**src/rtl/jt10_adpcma_rom_bridge.sv**
```systemverilog
// jt10_adpcma_rom_bridge
//   Bridges the YM2610 ADPCM-A byte-wide ROM port to a 16-bit word-wide
//   SDRAM request/ack port. The last fetched word is kept as a one-entry
//   cache, so byte reads that stay inside that word cause no SDRAM traffic.
//
//   Handshake: rom_req is a level that rises together with a stable
//   rom_addr and stays high, with rom_addr unchanged, until the clk on which
//   rom_ack is sampled high. rom_ack is a one-cycle pulse that qualifies
//   rom_dout. An ack seen while no request is outstanding is ignored.
//
//   Optional feature: define JT10_ADPCMA_PREFETCH_EN to add a second word
//   buffer (B). It is filled by a speculative request for the word that
//   follows every demand fill.
module jt10_adpcma_rom_bridge #(
  parameter logic [23:0] ROM_BASE = 24'h000000
) (
  input  logic        clk,
  input  logic        rst_n,
  input  logic [19:0] adpcma_addr,
  input  logic [3:0]  adpcma_bank,
  input  logic        adpcma_roe_n,
  output logic [7:0]  adpcma_data,
  output logic        rom_req,
  output logic [22:0] rom_addr,
  input  logic        rom_ack,
  input  logic [15:0] rom_dout,
  output logic        busy
);

  // ST_REQ: demand fetch in flight. ST_PREF: prefetch into B in flight.
  typedef enum logic [1:0] {
    ST_IDLE = 2'd0,
    ST_REQ  = 2'd1,
    ST_PREF = 2'd2
  } state_t;

  state_t      state, state_nx;

  logic [23:0] ba;
  logic        roe_q;
  logic [23:0] last_ba;
  logic        trig;

  logic        req_nx;
  logic [22:0] addr_nx;
  logic [7:0]  data_nx;
  logic [15:0] a_word, a_word_nx;
  logic [22:0] a_wa, a_wa_nx;
  logic        a_valid, a_valid_nx;
  logic        pend_valid, pend_valid_nx;
  logic [23:0] pend_ba, pend_ba_nx;
  logic        req_odd, req_odd_nx;

  logic        act;
  logic [23:0] sel_ba;
  logic [22:0] sel_wa;
  logic        hit_a;

`ifdef JT10_ADPCMA_PREFETCH_EN
  logic [15:0] b_word, b_word_nx;
  logic [22:0] b_wa, b_wa_nx;
  logic        b_valid, b_valid_nx;
  logic        pf_want, pf_want_nx;
  logic [22:0] pf_wa, pf_wa_nx;
  logic        hit_b;
`endif

  function automatic logic [7:0] lane_sel(input logic [15:0] w, input logic odd);
    return odd ? w[15:8] : w[7:0];
  endfunction

  assign ba   = {adpcma_bank, adpcma_addr} + ROM_BASE;
  assign trig = !adpcma_roe_n && (roe_q || (ba != last_ba));

  // A trigger from the chip takes priority over an older pending entry.
  assign act    = trig || pend_valid;
  assign sel_ba = trig ? ba : pend_ba;
  assign sel_wa = sel_ba[23:1];
  assign hit_a  = a_valid && (a_wa == sel_wa);
`ifdef JT10_ADPCMA_PREFETCH_EN
  assign hit_b  = b_valid && (b_wa == sel_wa);
`endif

  assign busy = (state != ST_IDLE) || pend_valid;

  // Edge/change detector for the chip's read strobe.
  always_ff @(posedge clk or negedge rst_n) begin
    if (!rst_n) begin
      roe_q   <= 1'b1;
      last_ba <= 24'h000000;
    end else begin
      roe_q <= adpcma_roe_n;
      if (trig) last_ba <= ba;
    end
  end

  // Next-state and datapath decisions for the fetch FSM.
  always_comb begin
    state_nx      = state;
    req_nx        = rom_req;
    addr_nx       = rom_addr;
    data_nx       = adpcma_data;
    a_word_nx     = a_word;
    a_wa_nx       = a_wa;
    a_valid_nx    = a_valid;
    pend_valid_nx = pend_valid;
    pend_ba_nx    = pend_ba;
    req_odd_nx    = req_odd;
`ifdef JT10_ADPCMA_PREFETCH_EN
    b_word_nx     = b_word;
    b_wa_nx       = b_wa;
    b_valid_nx    = b_valid;
    pf_want_nx    = pf_want;
    pf_wa_nx      = pf_wa;
`endif
    case (state)
      ST_IDLE: begin
        if (act) begin
          pend_valid_nx = 1'b0;
          if (hit_a) begin
            data_nx = lane_sel(a_word, sel_ba[0]);
`ifdef JT10_ADPCMA_PREFETCH_EN
          end else if (hit_b) begin
            // B becomes the demand word: promote it and look one word ahead.
            data_nx    = lane_sel(b_word, sel_ba[0]);
            a_word_nx  = b_word;
            a_wa_nx    = b_wa;
            a_valid_nx = 1'b1;
            b_valid_nx = 1'b0;
            pf_want_nx = 1'b1;
            pf_wa_nx   = b_wa + 23'd1;
`endif
          end else begin
            req_nx     = 1'b1;
            addr_nx    = sel_wa;
            req_odd_nx = sel_ba[0];
            state_nx   = ST_REQ;
`ifdef JT10_ADPCMA_PREFETCH_EN
            pf_want_nx = 1'b0;
`endif
          end
`ifdef JT10_ADPCMA_PREFETCH_EN
        end else if (pf_want) begin
          pf_want_nx = 1'b0;
          if (!(b_valid && (b_wa == pf_wa))) begin
            req_nx   = 1'b1;
            addr_nx  = pf_wa;
            state_nx = ST_PREF;
          end
`endif
        end
      end
      ST_REQ: begin
        if (trig) begin
          pend_valid_nx = 1'b1;
          pend_ba_nx    = ba;
        end
        if (rom_ack) begin
          a_word_nx  = rom_dout;
          a_wa_nx    = rom_addr;
          a_valid_nx = 1'b1;
          req_nx     = 1'b0;
          data_nx    = lane_sel(rom_dout, req_odd);
          state_nx   = ST_IDLE;
`ifdef JT10_ADPCMA_PREFETCH_EN
          if (!pend_valid && !trig) begin
            pf_want_nx = 1'b1;
            pf_wa_nx   = rom_addr + 23'd1;
          end
`endif
        end
      end
`ifdef JT10_ADPCMA_PREFETCH_EN
      ST_PREF: begin
        // Prefetches always complete; demand triggers wait in the pending slot.
        if (trig) begin
          pend_valid_nx = 1'b1;
          pend_ba_nx    = ba;
        end
        if (rom_ack) begin
          b_word_nx  = rom_dout;
          b_wa_nx    = rom_addr;
          b_valid_nx = 1'b1;
          req_nx     = 1'b0;
          state_nx   = ST_IDLE;
        end
      end
`endif
      default: begin
        state_nx = ST_IDLE;
        req_nx   = 1'b0;
      end
    endcase
  end

  // State and datapath registers.
  always_ff @(posedge clk or negedge rst_n) begin
    if (!rst_n) begin
      state       <= ST_IDLE;
      rom_req     <= 1'b0;
      rom_addr    <= 23'h000000;
      adpcma_data <= 8'h00;
      a_word      <= 16'h0000;
      a_wa        <= 23'h000000;
      a_valid     <= 1'b0;
      pend_valid  <= 1'b0;
      pend_ba     <= 24'h000000;
      req_odd     <= 1'b0;
`ifdef JT10_ADPCMA_PREFETCH_EN
      b_word      <= 16'h0000;
      b_wa        <= 23'h000000;
      b_valid     <= 1'b0;
      pf_want     <= 1'b0;
      pf_wa       <= 23'h000000;
`endif
    end else begin
      state       <= state_nx;
      rom_req     <= req_nx;
      rom_addr    <= addr_nx;
      adpcma_data <= data_nx;
      a_word      <= a_word_nx;
      a_wa        <= a_wa_nx;
      a_valid     <= a_valid_nx;
      pend_valid  <= pend_valid_nx;
      pend_ba     <= pend_ba_nx;
      req_odd     <= req_odd_nx;
`ifdef JT10_ADPCMA_PREFETCH_EN
      b_word      <= b_word_nx;
      b_wa        <= b_wa_nx;
      b_valid     <= b_valid_nx;
      pf_want     <= pf_want_nx;
      pf_wa       <= pf_wa_nx;
`endif
    end
  end

endmodule

```
**config.mk**
```make
export PLATFORM = sky130hd
export DESIGN_NAME = jt10_adpcma_rom_bridge
export DESIGN_NICKNAME = d
export VERILOG_FILES = /design/src/rtl/jt10_adpcma_rom_bridge.sv
export SDC_FILE = /design/constraint.sdc
export NUM_CORES = 1
export LEC_CHECK = 0
export BUFFER_PORTS_ARGS = -buffer_cell sky130_fd_sc_hd__buf_2
export CAP_MARGIN = 5
export CORE_UTILIZATION = 30
export CTS_CLUSTER_SIZE = 28
export DETAILED_ROUTE_END_ITERATION = 16
export PLACE_DENSITY = 0.45
export SETUP_SLACK_MARGIN = 0.4
export SLEW_MARGIN = 20
export SYNTH_ARGS = -nofsm -noshare
export SYNTH_HDL_FRONTEND = slang
export SYNTH_SLANG_ARGS = --single-unit
```
**constraint.sdc**
```tcl
create_clock -name clk -period 4.04 [get_ports clk]
set_clock_uncertainty 0.15 [all_clocks]
set_input_delay 0.404 -clock clk [delete_from_list [all_inputs] [get_ports clk]]
set_output_delay 0.404 -clock clk [all_outputs]
set_load 0.005 [all_outputs]
```
==> metrics.yaml <==
crit_path_start: "last_ba[19]"
grtUsageTotal_pct: 16.1
final_util_pct: 38.7
design_area_mm2: 0.00736
core_area_mm2: 0.0190
ys_types: 41
netlist_area_mm2: 0.00590
reg2reg_from: "last_ba[19]"
startpoint_type: "flop"
insertion_delay_ps: 420
grt_antenna_before_repair: 1
syn-mean-instance-area_um2: 12.5
cp_common_cell: "buf_12"
synth_top_cell_by_area: "dfrtp_1"
cts.htree.levels: 4
ioPinCount: 77
cp.required_ps: 4190
cts_tree: "yes"
drive_gt1_share_pct: 44.9
cp.arrival_ps: 3700
critPathSlowestCell: "or4_4"
fmax_mhz: 281
start_util_pct: 31.0
nets: 606
rsz0062_at_grt: "true"
wl_met1_um: 7260
rows: 50
dieArea_mm2: 0.0202
yosysMostFrequentCell: "dfrtp_1"
final-hold-violation-count: 0
cts.sinks: 123
tns_ps: 0
ff2ff_path_depth: 11
cts_made_buffers: 17
path_cells: "xor2_1 > nor4_2 > nand4_1 > o31a_4 > buf_12 > nand3b_1 > o221ai_2 > or4_4 > o21ai_2 > buf_12 > mux2_2"
drc: 0
ff2ff_setup_slack_ps: 480
place.gp.congestion: 0.772
finalWirelength_um: 15100
maxSlewViolCount: 0
grt_pass1_vias: 4237
endpoint_kind: "flop"
min_path_type: "in -> reg"
placed_area_mm2: 0.00661
ys_warn_count: 0
grt_pass1_wl_um: 24000
grt_max_degree: 70
first_pass_iters: 4
r2r_end: "rom_addr[11]"
synth_area_leaders: "dfrtp_1 (52%), mux2_2 (22%), xor2_1 (4.9%)"
antennaDiodeCount: 0
synthTopCellsByCount: "dfrtp_1 (122), mux2_2 (117), xor2_1 (33)"
crit_fanout: 25
tightestPinTransition_ps: 933
drt_iter0_markers: 176
worstSetupPathType: "reg -> reg"
grt.overflow.total: 0
synthFlopType: "dfrtp_1"
route.met3.wl_um: 584
hpwl_um: 10400
slowest_delay_ps: 550
clockBufferDepth: 2
p_leak_nw: 3.25
viasPerCell: 4.75
synthArstFlopShare_pct: 100
cts-root-buf: "clkbuf_16"
status: "finished, final reports clean"
ant_nets: 0
topRoutingLayerUsed: "met5"
die_y_um: 142
wl_met2_um: 6980
port_buffers: 76
vias: 3970
peakVddDrop_uv: 285
path_clk_slew_ps: 60
setup_viol: 0
cap_violations: 0
power.density_mw_per_mm2: 760
area_growth_pct: 24.6
ys_ff_latch: 123
yosysTopAreaCellShare_pct: 51.7
critical_path.endpoint: "rom_addr[11]"
synth.net_count: 515
min_period_ps: 3560
synth_edf_count: 0
fin_crit_sh_pct: 88.0
die_w_um: 142
ys_seq_area_share_pct: 52.2
syn_inst: 471
slew_headroom_pct: 37.8
wl_per_cell_um: 18.1
repair_timing:
item | in CTS | in global routing
hold buffers | 1 | 0
gates cloned | 0 | 1
resized for setup | 3 | 11
pin swaps | 1 | 3
endpoints found under the hold margin | 54 | 0
endpoints found under the setup margin | 30 | 27
buffers inserted | 3 | 2
cell families (layout without fill, tap and decap cells):
kind of cell	Yosys count	in the layout	share of synthesized area (%)
mux	135	135	25.4
xor+xnor	47	47	6.97
compound gates	58	59	6.91
simple gates	63	63	5.38
buf+inv	45	148	3.18
flops	123	123	52.2
stage by stage:
stage | hold slack (ps) | power [mW] | setup WS, ps | instances
floorplan | -41.6 | 3.34 | 735 | 471
global placement | 324 | 3.99 | 35.5 | 796
detailed placement | 324 | 4.05 | 30.2 | 796
CTS | 42.4 | 5.65 | 437 | 832
global route | 54.9 | 5.96 | 347 | 835
finish | 48.5 | 5.59 | 484 | 835
layout make-up:
type                            instances  area (um^2)
Fill cell                            1890        11700
Sequential cell                       123         3080
Multi-Input combinational cell        304         2700
Timing Repair Buffer                   91          547
Clock buffer                           18          439
Tap cell                              260          325
Clock inverter                         14          171
Inverter                               25         93.8
layout by cell type, fill, tap and decap left out, types with 4 or more instances in the layout:
| cell type | n |
|---|---|
| clkbuf_16 | 17 |
| nand2_1 | 21 |
| xnor2_1 | 14 |
| clkinv_4 | 4 |
| buf_2 | 75 |
| o22ai_1 | 6 |
| mux2_2 | 117 |
| xor2_1 | 33 |
| dfrtp_1 | 122 |
| nor2b_1 | 8 |
| a21oi_1 | 9 |
| nor2_1 | 9 |
| buf_4 | 10 |
| mux2i_1 | 15 |
| a211oi_1 | 8 |
| nor4_1 | 7 |
| inv_1 | 24 |
| o21ai_0 | 18 |
worst min-delay path by stage:
stage / start / endpoint / slack (ps) / cells past startpoint
after floorplan: rst_n / a_valid / -40 / 0
after global placement: a_valid / a_valid / 320 / 1
after detailed placement: a_valid / a_valid / 320 / 1
after CTS: rom_ack / rom_req / 40 / 2
after global routing: rom_ack / rom_req / 50 / 2
final: rom_ack / rom_req / 50 / 2
routing by layer:
metal / up-vias / track usage [%]
met2: 70 / 24.6
met1: 2012 / 21.7
met4: 2 / 5.26
met5: - / 0
met3: 24 / 4.54
li1: 1862 / -
critical path: cells and delay by family, from the launching register on:
family	cells	cell delay, ps
xor gates and xnor gates	1	170
muxes	1	360
buffers and inverters	2	390
and+or+nand+nor	4	1270
DFF	1	380
AOI/OAI and AO/OA	3	690
state kept, by name, indices dropped and copies added, names as in the netlist:
signal       cells
pend_valid       1
a_valid          1
last_ba         24
a_word          16
a_wa            23
rom_req          1
roe_q            1
adpcma_data      8
req_odd          1
rom_addr        23
pend_ba         24
power by group:
group / switching (mW) / internal, mW
registers: 0.470 / 1.76
clock network: 0.578 / 0.987
logic: 0.808 / 0.991
total: 1.86 / 3.74
(Power assumes the default switching activity.)
